[src/rtl/pll_seq_pkg.sv]
// ---------------------------------------------------------------------------
// pll_seq_pkg
// Shared definitions for the PLL lock / reset sequencer:
//   - state_e       : sequencer states
//   - DEF_*         : default parameter values
//   - cnt_width()   : width of the shared state counter
// ---------------------------------------------------------------------------
package pll_seq_pkg;

    typedef enum logic [2:0] {
        ST_PLL_RST   = 3'd0,
        ST_WAIT_LOCK = 3'd1,
        ST_FILTER    = 3'd2,
        ST_RELEASE   = 3'd3,
        ST_RUN       = 3'd4
    } state_e;

    localparam int unsigned DEF_LOCK_CYCLES    = 16;
    localparam int unsigned DEF_TIMEOUT_CYCLES = 1024;
    localparam int unsigned DEF_PLL_RST_CYCLES = 4;
    localparam int unsigned DEF_RELEASE_DELAY  = 8;

    // $clog2 of the largest count plus one spare bit, so the counter can
    // saturate above every terminal value instead of wrapping.
    function automatic int cnt_width(input int unsigned a, input int unsigned b,
                                     input int unsigned c, input int unsigned d);
        int unsigned m;
        m = a;
        if (b > m) m = b;
        if (c > m) m = c;
        if (d > m) m = d;
        return $clog2(m) + 1;
    endfunction

endpackage

[src/rtl/sync2_bit.sv]
// ---------------------------------------------------------------------------
// sync2_bit
// Two-flop synchroniser for a single asynchronous status bit.
// Ports:
//   clk_i    destination clock
//   rst_n_i  synchronous active-low reset (clears both flops)
//   d_i      asynchronous input
//   q_o      synchronised output, lags d_i by two clk_i edges
// ---------------------------------------------------------------------------
module sync2_bit (
    input  logic clk_i,
    input  logic rst_n_i,
    input  logic d_i,
    output logic q_o
);

    logic meta_q;
    logic sync_q;

    always_ff @(posedge clk_i) begin
        if (!rst_n_i) begin
            meta_q <= 1'b0;
            sync_q <= 1'b0;
        end else begin
            meta_q <= d_i;
            sync_q <= meta_q;
        end
    end

    assign q_o = sync_q;

endmodule

[src/rtl/pll_lock_reset_seq.sv]
// ---------------------------------------------------------------------------
// pll_lock_reset_seq
// Sequencer between the PLL wrapper and the PLL-clocked logic. Pulses the
// PLL reset at power-on and on lock timeout, filters the synchronised lock,
// then releases downstream reset and raises ready in stages.
// Runs on the PLL reference clock.
// Ports:
//   clk_i            PLL reference clock
//   rst_n_i          synchronous active-low reset
//   lock_i           PLL lock, asynchronous
//   lock_lost_clr_i  single-cycle clear for lock_lost_o
//   pll_rst_o        PLL reset, active high
//   rst_out_n_o      downstream active-low reset, registered
//   ready_o          system up, registered
//   lock_lost_o      sticky: lock dropped while in RUN
//   loss_cnt_o       (PLL_LOCK_RESET_SEQ_LOSS_CNT_EN only) saturating count of
//                    RUN lock losses plus PLL reset retries
// Optional feature macro: PLL_LOCK_RESET_SEQ_LOSS_CNT_EN
// ---------------------------------------------------------------------------
module pll_lock_reset_seq
    import pll_seq_pkg::*;
#(
    parameter int unsigned LOCK_CYCLES    = DEF_LOCK_CYCLES,
    parameter int unsigned TIMEOUT_CYCLES = DEF_TIMEOUT_CYCLES,
    parameter int unsigned PLL_RST_CYCLES = DEF_PLL_RST_CYCLES,
    parameter int unsigned RELEASE_DELAY  = DEF_RELEASE_DELAY
) (
    input  logic       clk_i,
    input  logic       rst_n_i,
    input  logic       lock_i,
    input  logic       lock_lost_clr_i,
    output logic       pll_rst_o,
    output logic       rst_out_n_o,
    output logic       ready_o,
    output logic       lock_lost_o
`ifdef PLL_LOCK_RESET_SEQ_LOSS_CNT_EN
    ,
    output logic [7:0] loss_cnt_o
`endif
);

    localparam int CW = cnt_width(LOCK_CYCLES, TIMEOUT_CYCLES, PLL_RST_CYCLES, RELEASE_DELAY);
    typedef logic [CW-1:0] cnt_t;

    localparam cnt_t PRST_LAST = cnt_t'(PLL_RST_CYCLES - 1);
    localparam cnt_t TO_LAST   = cnt_t'(TIMEOUT_CYCLES - 1);
    // The WAIT_LOCK cycle that first sees lock_s counts as the first filtered
    // cycle, so FILTER itself needs LOCK_CYCLES-1 more.
    localparam cnt_t FILT_LAST = cnt_t'((LOCK_CYCLES > 1) ? LOCK_CYCLES - 2 : 0);
    localparam cnt_t REL_LAST  = cnt_t'(RELEASE_DELAY - 1);
    localparam cnt_t CNT_MAX   = '1;

    state_e state_q, state_d;
    cnt_t   cnt_q, cnt_d;
    logic   pll_rst_q, pll_rst_d;
    logic   rst_out_n_q, rst_out_n_d;
    logic   ready_q, ready_d;
    logic   lock_lost_q, lock_lost_d;
    logic   lock_s;
    logic   loss_evt;

    sync2_bit u_lock_sync (
        .clk_i   (clk_i),
        .rst_n_i (rst_n_i),
        .d_i     (lock_i),
        .q_o     (lock_s)
    );

    always_ff @(posedge clk_i) begin
        if (!rst_n_i) begin
            state_q     <= ST_PLL_RST;
            cnt_q       <= '0;
            pll_rst_q   <= 1'b0;
            rst_out_n_q <= 1'b0;
            ready_q     <= 1'b0;
            lock_lost_q <= 1'b0;
        end else begin
            state_q     <= state_d;
            cnt_q       <= cnt_d;
            pll_rst_q   <= pll_rst_d;
            rst_out_n_q <= rst_out_n_d;
            ready_q     <= ready_d;
            lock_lost_q <= lock_lost_d;
        end
    end

    assign loss_evt = (state_q == ST_RUN) && !lock_s;

    always_comb begin
        state_d = state_q;
        unique case (state_q)
            // pll_rst is registered, so the pulse is timed from the first
            // cycle it is actually high.
            ST_PLL_RST:   if (pll_rst_q && cnt_q == PRST_LAST) state_d = ST_WAIT_LOCK;
            ST_WAIT_LOCK: begin
                if (lock_s)                state_d = (LOCK_CYCLES == 1) ? ST_RELEASE : ST_FILTER;
                else if (cnt_q == TO_LAST) state_d = ST_PLL_RST;
            end
            ST_FILTER: begin
                if (!lock_s)                 state_d = ST_WAIT_LOCK;
                else if (cnt_q == FILT_LAST) state_d = ST_RELEASE;
            end
            ST_RELEASE: begin
                if (!lock_s)                state_d = ST_WAIT_LOCK;
                else if (cnt_q == REL_LAST) state_d = ST_RUN;
            end
            ST_RUN:       if (!lock_s) state_d = ST_WAIT_LOCK;
            default:      state_d = ST_PLL_RST;
        endcase

        // Cleared on entry; also held at 0 in PLL_RST until pll_rst is up.
        if (state_d != state_q || (state_q == ST_PLL_RST && !pll_rst_q))
            cnt_d = '0;
        else if (cnt_q != CNT_MAX)
            cnt_d = cnt_q + cnt_t'(1);
        else
            cnt_d = cnt_q;

        pll_rst_d   = (state_d == ST_PLL_RST);
        rst_out_n_d = (state_d == ST_RELEASE) || (state_d == ST_RUN);
        ready_d     = (state_d == ST_RUN);

        // Set beats clear.
        if (loss_evt)             lock_lost_d = 1'b1;
        else if (lock_lost_clr_i) lock_lost_d = 1'b0;
        else                      lock_lost_d = lock_lost_q;
    end

    assign pll_rst_o   = pll_rst_q;
    assign rst_out_n_o = rst_out_n_q;
    assign ready_o     = ready_q;
    assign lock_lost_o = lock_lost_q;

`ifdef PLL_LOCK_RESET_SEQ_LOSS_CNT_EN
    logic       retry_evt;
    logic [7:0] loss_cnt_q;

    assign retry_evt = (state_q == ST_WAIT_LOCK) && (state_d == ST_PLL_RST);

    always_ff @(posedge clk_i) begin
        if (!rst_n_i) begin
            loss_cnt_q <= 8'd0;
        end else if (loss_evt || retry_evt) begin
            if (loss_cnt_q != 8'hFF) loss_cnt_q <= loss_cnt_q + 8'd1;
        end else if (lock_lost_clr_i) begin
            loss_cnt_q <= 8'd0;
        end
    end

    assign loss_cnt_o = loss_cnt_q;
`endif

endmodule

[config.mk]
export PLATFORM = sky130hd
export DESIGN_NAME = pll_lock_reset_seq
export DESIGN_NICKNAME = d
export VERILOG_FILES = /design/src/rtl/pll_seq_pkg.sv /design/src/rtl/sync2_bit.sv /design/src/rtl/pll_lock_reset_seq.sv
export SDC_FILE = /design/constraint.sdc
export NUM_CORES = 1
export LEC_CHECK = 0
export CAP_MARGIN = 10
export CORE_ASPECT_RATIO = 0.7
export CORE_MARGIN = 2
export CORE_UTILIZATION = 50
export DETAILED_ROUTE_END_ITERATION = 7
export GPL_ROUTABILITY_DRIVEN = 0
export PLACE_DENSITY = 0.77
export SYNTH_ARGS = -nofsm -noshare
export SYNTH_HDL_FRONTEND = slang
export SYNTH_SLANG_ARGS = --single-unit
[constraint.sdc]
create_clock -name clk_i -period 3.7 [get_ports clk_i]
set_clock_uncertainty 0.05 [all_clocks]
set_input_delay 0.555 -clock clk_i [delete_from_list [all_inputs] [get_ports clk_i]]
set_output_delay 0.555 -clock clk_i [all_outputs]
set_load 0.03 [all_outputs]
==> results summary, run 1 <==
The number of detailed-route iterations in the first pass came out at 4. The clock insertion delay at the later pin of the skew report is 300 ps. After the first detailed-routing iteration, the DRC count stood at 39. The register bit total from synthesis is 20.

The routed layout has 932 vias. The leakage dissipation came out at 0.421 nW. The non-filler instance count after layout came out at 149. The number of ports placed on the die boundary came out at 8. The final-report max-slew violation count is 0. In this run the number of H-tree levels came out at 1. The netlist area before placement is 1060 sq um. After detailed routing, the average wire length per cell comes to 15.1 um. The arrival time of data at the critical path endpoint came out at 2530 ps. The die span in x came out at 59.0 um.

The number of fillers in the final layout is around 170. For hold timing, the worst endpoint is u_lock_sync.q_o. In this run the critical register-to-register path is launched from cnt_q[1]. Entering global routing, the biggest net connects 13 pins. The cell count of the worst reg-to-reg path is 6.

The number of antenna cells inserted came out at 0. The net count after synthesis is ~130. The number of distinct standard cells referenced by the synthesized netlist is 42. The quantity of hold-fixing buffers added after cts is 0.

Setup repair after global routing left no endpoint under its margin. Overall power consumption after layout is estimated at roughly 370 uW. STA classifies the critical path startpoint as a register.

The number of global-route vias before repair came out at 805. IR analysis of the VDD net gives a maximum drop of 0.000235 V. The fraction of the cycle the final worst path needs is between 60 and 70%. Global routing consumed, over all layers together, between 20 and 25% of the routing resources. The clock transition at the registers of the reported paths came out at 100 ps.

The number of cells after detailed placement is around 150. For this run, the top clock speed supported by timing is between 400 and 500 MHz. The area growth from synthesis to layout is 9.69%. The count of max-cap constraint violations came out at 0. The wire length of the first global-routing pass is 3780 um. The hold-critical path depth came out at 1. The count of buffers added on input and output ports is 7. In the final timing run, aggregate negative setup slack is 0 ps. The capturing point of the worst reg2reg path is cnt_q[0]. Once the floorplan was initialized, standard cells occupied 55.1% of the core. Dividing total power by cell area gives a power density of approximately 320 nW/um^2. The worst setup path is captured at a register.

Of all nets on the critical path, the largest fanout is 10. The die span in y is ~42 um. The detailed-route wire length is between 2000 and 2500 um. The final number of hold-violating endpoints is 0.

The number of warnings reported in the yosys synthesis log came out at 0. The core box area came out at 1920 sq um. The average instance in the mapped netlist occupies between 8 and 9 sq um. The number of placement rows is 13. TritonCTS built the clock tree. At the worst endpoint, the required time is 3830 ps. The number of antenna violations at the first check in global routing is 0. The library cells used most frequently in the layout, excluding fill and tap cells, are sky130_fd_sc_hd__dfxtp_1 (20), sky130_fd_sc_hd__nand2_1 (8), sky130_fd_sc_hd__a21oi_1 (8), sky130_fd_sc_hd__nor2_1 (7), sky130_fd_sc_hd__clkdlybuf4s50_1 (7). The worst hold path begins at u_lock_sync.meta_q.

The slew at the pin with the worst max-slew slack is approximately 500 ps. The tightest slew margin relative to the limit came out at 65.4%. The worst register-to-register path has a setup slack of 1300 ps. Post-CTS repair changed the size of 0 cells. Setup violations remaining at the end of the flow were counted as 0. The minimum clock period came out at roughly 2400 ps.

The min-delay analysis places its worst path in the category reg2reg. The setup path with the least slack is of type reg2reg. The total overflow left after global routing is 0. The leading cell type in the layout, fill and taps excluded is sky130_fd_sc_hd__dfxtp_1. The number of remaining DRC errors came out at 0.

The vias per cell came out at 6.26. The post-detailed-route count of antenna-violating nets is 0. The net count of the finished layout is 134. The number of buffers created by CTS is 3. Once the clock tree was built, the setup fixing pass inserted 0 buffers. The die outline area is 2510 sq um. Synthesis produced 122 cells. Of the cells placed in the final design, the portion with a size suffix greater than 1 is 9.45%.

The tree is rooted in a sky130_fd_sc_hd__clkbuf_4. The total number of clock tree sinks is 20. The number of buffers on the longest clock path is 2. The register area share after synthesis came out at 37.8%. The run finished with clean final reports. The detailed placement HPWL came out at 1620 um.
[registers in the layout, summed over array words and instances (netlist names)]
register and cells:
cnt_q 11, lock_lost_o 1, pll_rst_o 1, ready_o 1, rst_out_n_o 1, state_q 3
u_lock_sync.meta_q 1, u_lock_sync.q_o 1
[metrics by stage]
stage               util [%]  hold slack (ps)  cell area [sq um]  setup slack [ps]
detailed placement      58.6              377               1120              1400
global route            60.5              438               1160              1050
finish                  60.5              402               1160              1300
floorplan                  -              362               1060              1700
CTS                     60.5              404               1160              1320
global placement        58.6              381               1120              1450
[synth_stat cells]
| master | number | share of area [%] |
|---|---|---|
| sky130_fd_sc_hd__dfxtp_1 | 20 | 38 |
| sky130_fd_sc_hd__a21oi_1 | 8 | 3.8 |
| sky130_fd_sc_hd__nand2_1 | 8 | 2.8 |
| sky130_fd_sc_hd__nor2_1 | 7 | 2.5 |
| sky130_fd_sc_hd__and2_1 | 6 | 3.5 |
| sky130_fd_sc_hd__a31oi_1 | 5 | 3.0 |
| sky130_fd_sc_hd__and3_1 | 5 | 3.0 |
| sky130_fd_sc_hd__o21ai_0 | 5 | 2.4 |
| sky130_fd_sc_hd__xnor2_1 | 5 | 4.1 |
| sky130_fd_sc_hd__clkbuf_1 | 4 | 1.4 |
| sky130_fd_sc_hd__nand3_1 | 4 | 1.9 |
| sky130_fd_sc_hd__nor2b_1 | 4 | 2.4 |
| sky130_fd_sc_hd__a21boi_1 | 3 | 2.1 |
| sky130_fd_sc_hd__nand3b_1 | 3 | 2.1 |
| sky130_fd_sc_hd__ha_1 | 2 | 2.4 |
| sky130_fd_sc_hd__inv_1 | 2 | 0.71 |
| sky130_fd_sc_hd__mux2i_1 | 2 | 1.9 |
| sky130_fd_sc_hd__nor3_1 | 2 | 0.95 |
| sky130_fd_sc_hd__nor4bb_1 | 2 | 1.9 |
| sky130_fd_sc_hd__o21a_1 | 2 | 1.4 |
| sky130_fd_sc_hd__or3_1 | 2 | 1.2 |
| sky130_fd_sc_hd__a211oi_2 | 1 | 1.2 |
| sky130_fd_sc_hd__a21boi_0 | 1 | 0.71 |
| sky130_fd_sc_hd__a21o_1 | 1 | 0.71 |
| sky130_fd_sc_hd__a22oi_1 | 1 | 0.71 |
| sky130_fd_sc_hd__a31o_2 | 1 | 0.83 |
| sky130_fd_sc_hd__a41oi_1 | 1 | 0.83 |
| sky130_fd_sc_hd__and3_2 | 1 | 0.71 |
| sky130_fd_sc_hd__and3b_1 | 1 | 0.83 |
| sky130_fd_sc_hd__and4_2 | 1 | 0.95 |
| sky130_fd_sc_hd__buf_2 | 1 | 0.47 |
| sky130_fd_sc_hd__buf_6 | 1 | 1.1 |
| sky130_fd_sc_hd__nand2b_1 | 1 | 0.59 |
| sky130_fd_sc_hd__nand4_1 | 1 | 0.59 |
| sky130_fd_sc_hd__o21ai_2 | 1 | 0.83 |
| sky130_fd_sc_hd__o22ai_1 | 1 | 0.59 |
| sky130_fd_sc_hd__o31ai_1 | 1 | 0.71 |
| sky130_fd_sc_hd__o31ai_2 | 1 | 1.2 |
| sky130_fd_sc_hd__or2_2 | 1 | 0.59 |
| sky130_fd_sc_hd__or3b_1 | 1 | 0.83 |
| sky130_fd_sc_hd__or4_4 | 1 | 1.1 |
| sky130_fd_sc_hd__xor2_1 | 1 | 0.83 |
[logic make-up (layout without fill, tap and decap cells)]
| group | after synthesis | in the layout | share of synthesized area (%) |
|---|---|---|---|
| simple gates | 51 | 51 | 28.4 |
| compound gates | 33 | 33 | 20.9 |
| flops | 20 | 20 | 37.8 |
| buf+inv | 8 | 13 | 3.66 |
| xor+xnor | 6 | 6 | 4.96 |
| fa+ha+maj | 2 | 2 | 2.36 |
| mux | 2 | 2 | 1.89 |
[power breakdown]
group          total [mW]  internal (mW)  switching (mW)
registers           0.222          0.218         0.00340
logic              0.0188        0.00928         0.00950
clock network       0.127         0.0601          0.0665
[layer usage]
layer	global-route usage (%)	part of all wire [%]	vias up
met5	0	0	-
met4	2.73	0.80	0
met3	6.48	4.7	2
met2	28.4	44	21
met1	30.2	51	455
li1	-	-	454
[worst max-delay path by stage]
stage | endpoint | slack (ps) | depth (start not counted) | from
6_report | cnt_q[0] | 1300 | 6 | cnt_q[1]
5_1_grt | cnt_q[2] | 1050 | 6 | cnt_q[1]
4_1_cts | cnt_q[0] | 1320 | 6 | cnt_q[1]
3_5_place_dp | cnt_q[2] | 1400 | 4 | rst_n_i
3_3_place_gp | cnt_q[2] | 1450 | 4 | rst_n_i
2_1_floorplan | cnt_q[2] | 1700 | 6 | cnt_q[6]
[layout make-up]
cell class,count,area [sq um],area share (%)
clock buffer,4,36.3,3.13
inverter,2,7.51,0.647
multi-input combinational,94,619,53.3
timing repair buffer,7,70.1,6.03
sequential,20,400,34.5
tap,22,27.5,2.37
[critical path: stages, from the launching register on]
cell and delay (ps):
sky130_fd_sc_hd__dfxtp_1 420, sky130_fd_sc_hd__ha_1 280, sky130_fd_sc_hd__nor4bb_1 350, sky130_fd_sc_hd__a22oi_1 180, sky130_fd_sc_hd__o31ai_1 470, sky130_fd_sc_hd__or3b_1 420
sky130_fd_sc_hd__a21boi_1 110
Note: power is estimated with default switching activity, not from simulation.
==> inputs of run 2 (changes only) <==
==> constraint.sdc (replaced) <==
create_clock -name clk_i -period 2.4 [get_ports clk_i]
set_clock_uncertainty 0.05 [all_clocks]
set_input_delay 0.36 -clock clk_i [delete_from_list [all_inputs] [get_ports clk_i]]
set_output_delay 0.36 -clock clk_i [all_outputs]
set_load 0.03 [all_outputs]
==> run 2 against run 1 <==
Combinational power is 70% higher. Sequential power is 54% higher. Non-clock buffer count is 3 higher. Critical path type unchanged. Die area stayed put. Utilization is 0.85 points higher. Final cell count is 1.3% higher. Clock-buffer cell count is 1 lower. Final area is 1.4% higher. Worst hold slack worse by 3.2 ps. Critical endpoint is now cnt_q[2]. Wire length is 6.7% higher. Global-route usage is 1.9 points higher.
==> results summary, run 2 (synthesis gave the netlist of run 1 again) <==
The die span in x is 59.0 um (unchanged). The final number of hold-violating endpoints is 0 (unchanged). The final-report max-slew violation count is 0 (unchanged). The critical path in this run is classified as reg2reg. The layout cell share with drive strength beyond 1 is 12.4% (+3.0 points).

The maximum number of pins on one net before global-route repair is 12 (-1). The capturing point of the worst reg2reg path is cnt_q[2]. The maximum single-stage delay on the critical path was 580 ps (+110 ps). In this run the worst setup path terminates at cnt_q[2]. The depth of the CTS H-tree came out at 1 (unchanged).

The clock insertion delay at the later pin of the skew report is 300 ps (about the same). The post-layout utilization of the core was 61.3% (+0.85 points). The minimum clock period came to 2160 ps (-236 ps). The startpoint of the worst register-to-register path is cnt_q[6]. The area of the multi-input gates came out at 627 sq um (+1.2%). The sequential cell area is 400 sq um (unchanged). The largest registers in the layout are cnt_q (11), state_q (3).

The combined global-route utilization of all metal layers came out at 22.1% (+1.9 points). The required time at the endpoint of the critical path is 2580 ps (-1250 ps). The number of antenna violations at the first check in global routing came out at 0 (unchanged).

The number of remaining DRC errors is 0 (unchanged). The number of detailed-route iterations in the first pass is 4 (unchanged). The total number of clock tree sinks is 20 (unchanged). The accumulated negative setup slack was 0 ps (unchanged). The maximum vdd ir drop came to 0.000300 V (+28%). The cell count of the worst reg-to-reg path came out at 5 (-1). The detailed-route wire length is 2390 um (+6.7%). The vias per cell came to 6.34 (+1.4%).

The setup slack on the worst flop-to-flop path is 240 ps (-1060 ps). The total power density per cell area came out at 452 nW/um^2 (+43%). Compared with the post-synthesis result, the final layout area differs by 11.2%. The die span in y is 42.5 um (unchanged).

The detailed placement HPWL came out at 1750 um (+7.8%). The fraction of the cycle the final worst path needs came out at 90.2% (+25 points). The post-detailed-route count of antenna-violating nets came out at 0 (unchanged). The quantity of hold-fixing buffers added after cts is 0 (unchanged). The number of placement rows came to 13 (unchanged). The leakage dissipation is 0.435 nW (+3.4%). The overall power of the completed layout came out at 532 uW (+45%). The peak fanout along the critical path came out at 10 (unchanged). In this run the worst setup path begins at cnt_q[6]. The number of buffers created by CTS came out at 3 (unchanged).

The number of antenna cells inserted is 0 (unchanged). The number of buffers inserted by post-CTS setup repair is 0 (unchanged). The largest register by flop count is cnt_q. The count of nets after finishing came out at 137 (+2.2%). On the critical path, the stage with the largest delay is an instance of sky130_fd_sc_hd__or4_4. The number of flip-flops under the largest register name was 11 (unchanged). The starting DRC count in detailed routing was 46 (+18%). The count of max-cap constraint violations is 0 (unchanged). The total setup violations reported at the end of the flow is 0 (unchanged).

Setup repair after global routing left no endpoint under its margin. The number of ports placed on the die boundary is 8 (unchanged). The buffer type at the clock tree root is sky130_fd_sc_hd__clkbuf_4. The flow ran to the end, and the final reports show no timing, DRC or antenna violations. In this run the most critical hold path is launched from u_lock_sync.meta_q.

The number of global-route vias before repair is 876 (+8.8%). The highest clock frequency the design can meet came to 462 MHz (+11%). The core box area is 1920 sq um (unchanged).

The starting utilization of the core area came to 55.1% (unchanged). The number of buffers on the longest clock path came to 2 (unchanged). The number of buffers added on ports is 7 (unchanged). The wire length of the first global-routing pass was 4090 um (+8.2%). In the layout the commonest cells are sky130_fd_sc_hd__dfxtp_1 (20), sky130_fd_sc_hd__nand2_1 (8), sky130_fd_sc_hd__a21oi_1 (8), sky130_fd_sc_hd__nor2_1 (7), sky130_fd_sc_hd__clkdlybuf4s50_1 (7). The die outline area is 2510 sq um (unchanged).

The final-layout worst hold slack is 399 ps (-3.24 ps). The worst min-delay path category is reg2reg. The worst setup path is captured at a register. The tightest slew margin relative to the limit came to 66.3% (+0.94 points). The library cell used most frequently in the layout, excluding fill and tap cells, is sky130_fd_sc_hd__dfxtp_1. The number of fillers in the final layout is 171 (+2.4%).

TritonCTS built the clock tree. The signal on the critical path passes through or4_4 > o31ai_2 > a21boi_1 > or3b_4 > a211oi_2. The remaining global-route overflow came out at 0 (unchanged).

The arrival time of data at the critical path endpoint was 2350 ps (-180 ps). The clock transition at the registers of the reported paths came to 100 ps (about the same). The worst setup path is launched from a register. The total number of vias came out at 958 (+2.8%).

The routed length per instance is 15.9 um (+5.3%). The slew at the pin with the worst max-slew slack is 505 ps (-9.72 ps).
## run 2: worst min path at each step
| stage | cells past startpoint | endpoint | slack [ps] |
|---|---|---|---|
| after global routing | 1 | u_lock_sync.q_o | 430 |
| after detailed placement | 1 | u_lock_sync.q_o | 380 |
| after global placement | 1 | u_lock_sync.q_o | 360 |
| after floorplan | 1 | u_lock_sync.q_o | 360 |
| after CTS | 1 | u_lock_sync.q_o | 410 |
| final | 1 | u_lock_sync.q_o | 400 |
## run 2: stage by stage
step	instance area, sq um	instances	worst slack (ps)
global placement	1150	148	281
floorplan	1060	122	396
global route	1180	151	4.66
finish	1180	151	235
detailed placement	1150	148	142
CTS	1170	151	132
## run 2: area by class of cell
cell class | count | area share (%)
clock buffer | 3 | 1.91
inverter | 2 | 0.638
multi-input combinational | 94 | 53.2
sequential | 20 | 34.0
tap | 22 | 2.34
timing repair buffer | 10 | 7.86
## run 2: what timing repair did
action / in CTS / in global routing
endpoints found under the hold margin: 0 / 0
gates resized for setup: 0 / 2
setup endpoints to repair: 0 / 10
## run 2: worst max-delay path: cells and delay by family (launching register included)
family	cells	cell delay, ps
simple gates	2	1060
compound gates	3	640
flops	1	350
## run 2: layer usage
metal | GRT usage, % | routed length [um] | share of wire [%]
met2 | 33.3 | 1090 | 46
met1 | 30.3 | 1100 | 46
met3 | 6.79 | 176 | 7.4
met4 | 5.91 | 23 | 0.96
met5 | 0 | 0 | 0
## run 2: where the power goes
part           internal, mW  switching, mW  total (mW)
Clock                0.0587          0.101       0.159
Combinational        0.0165         0.0155      0.0320
Sequential            0.336        0.00434       0.341
==> inputs of run 3 (changes only) <==
--- a/config.mk
+++ b/config.mk
@@ -5,6 +5,7 @@
 export SDC_FILE = /design/constraint.sdc
 export NUM_CORES = 1
 export LEC_CHECK = 0
+export ABC_AREA = 0
 export CAP_MARGIN = 10
 export CORE_ASPECT_RATIO = 0.7
 export CORE_MARGIN = 2
==> results of run 3 <==
Final layout, timing and power as in run 2 (identical DEF).
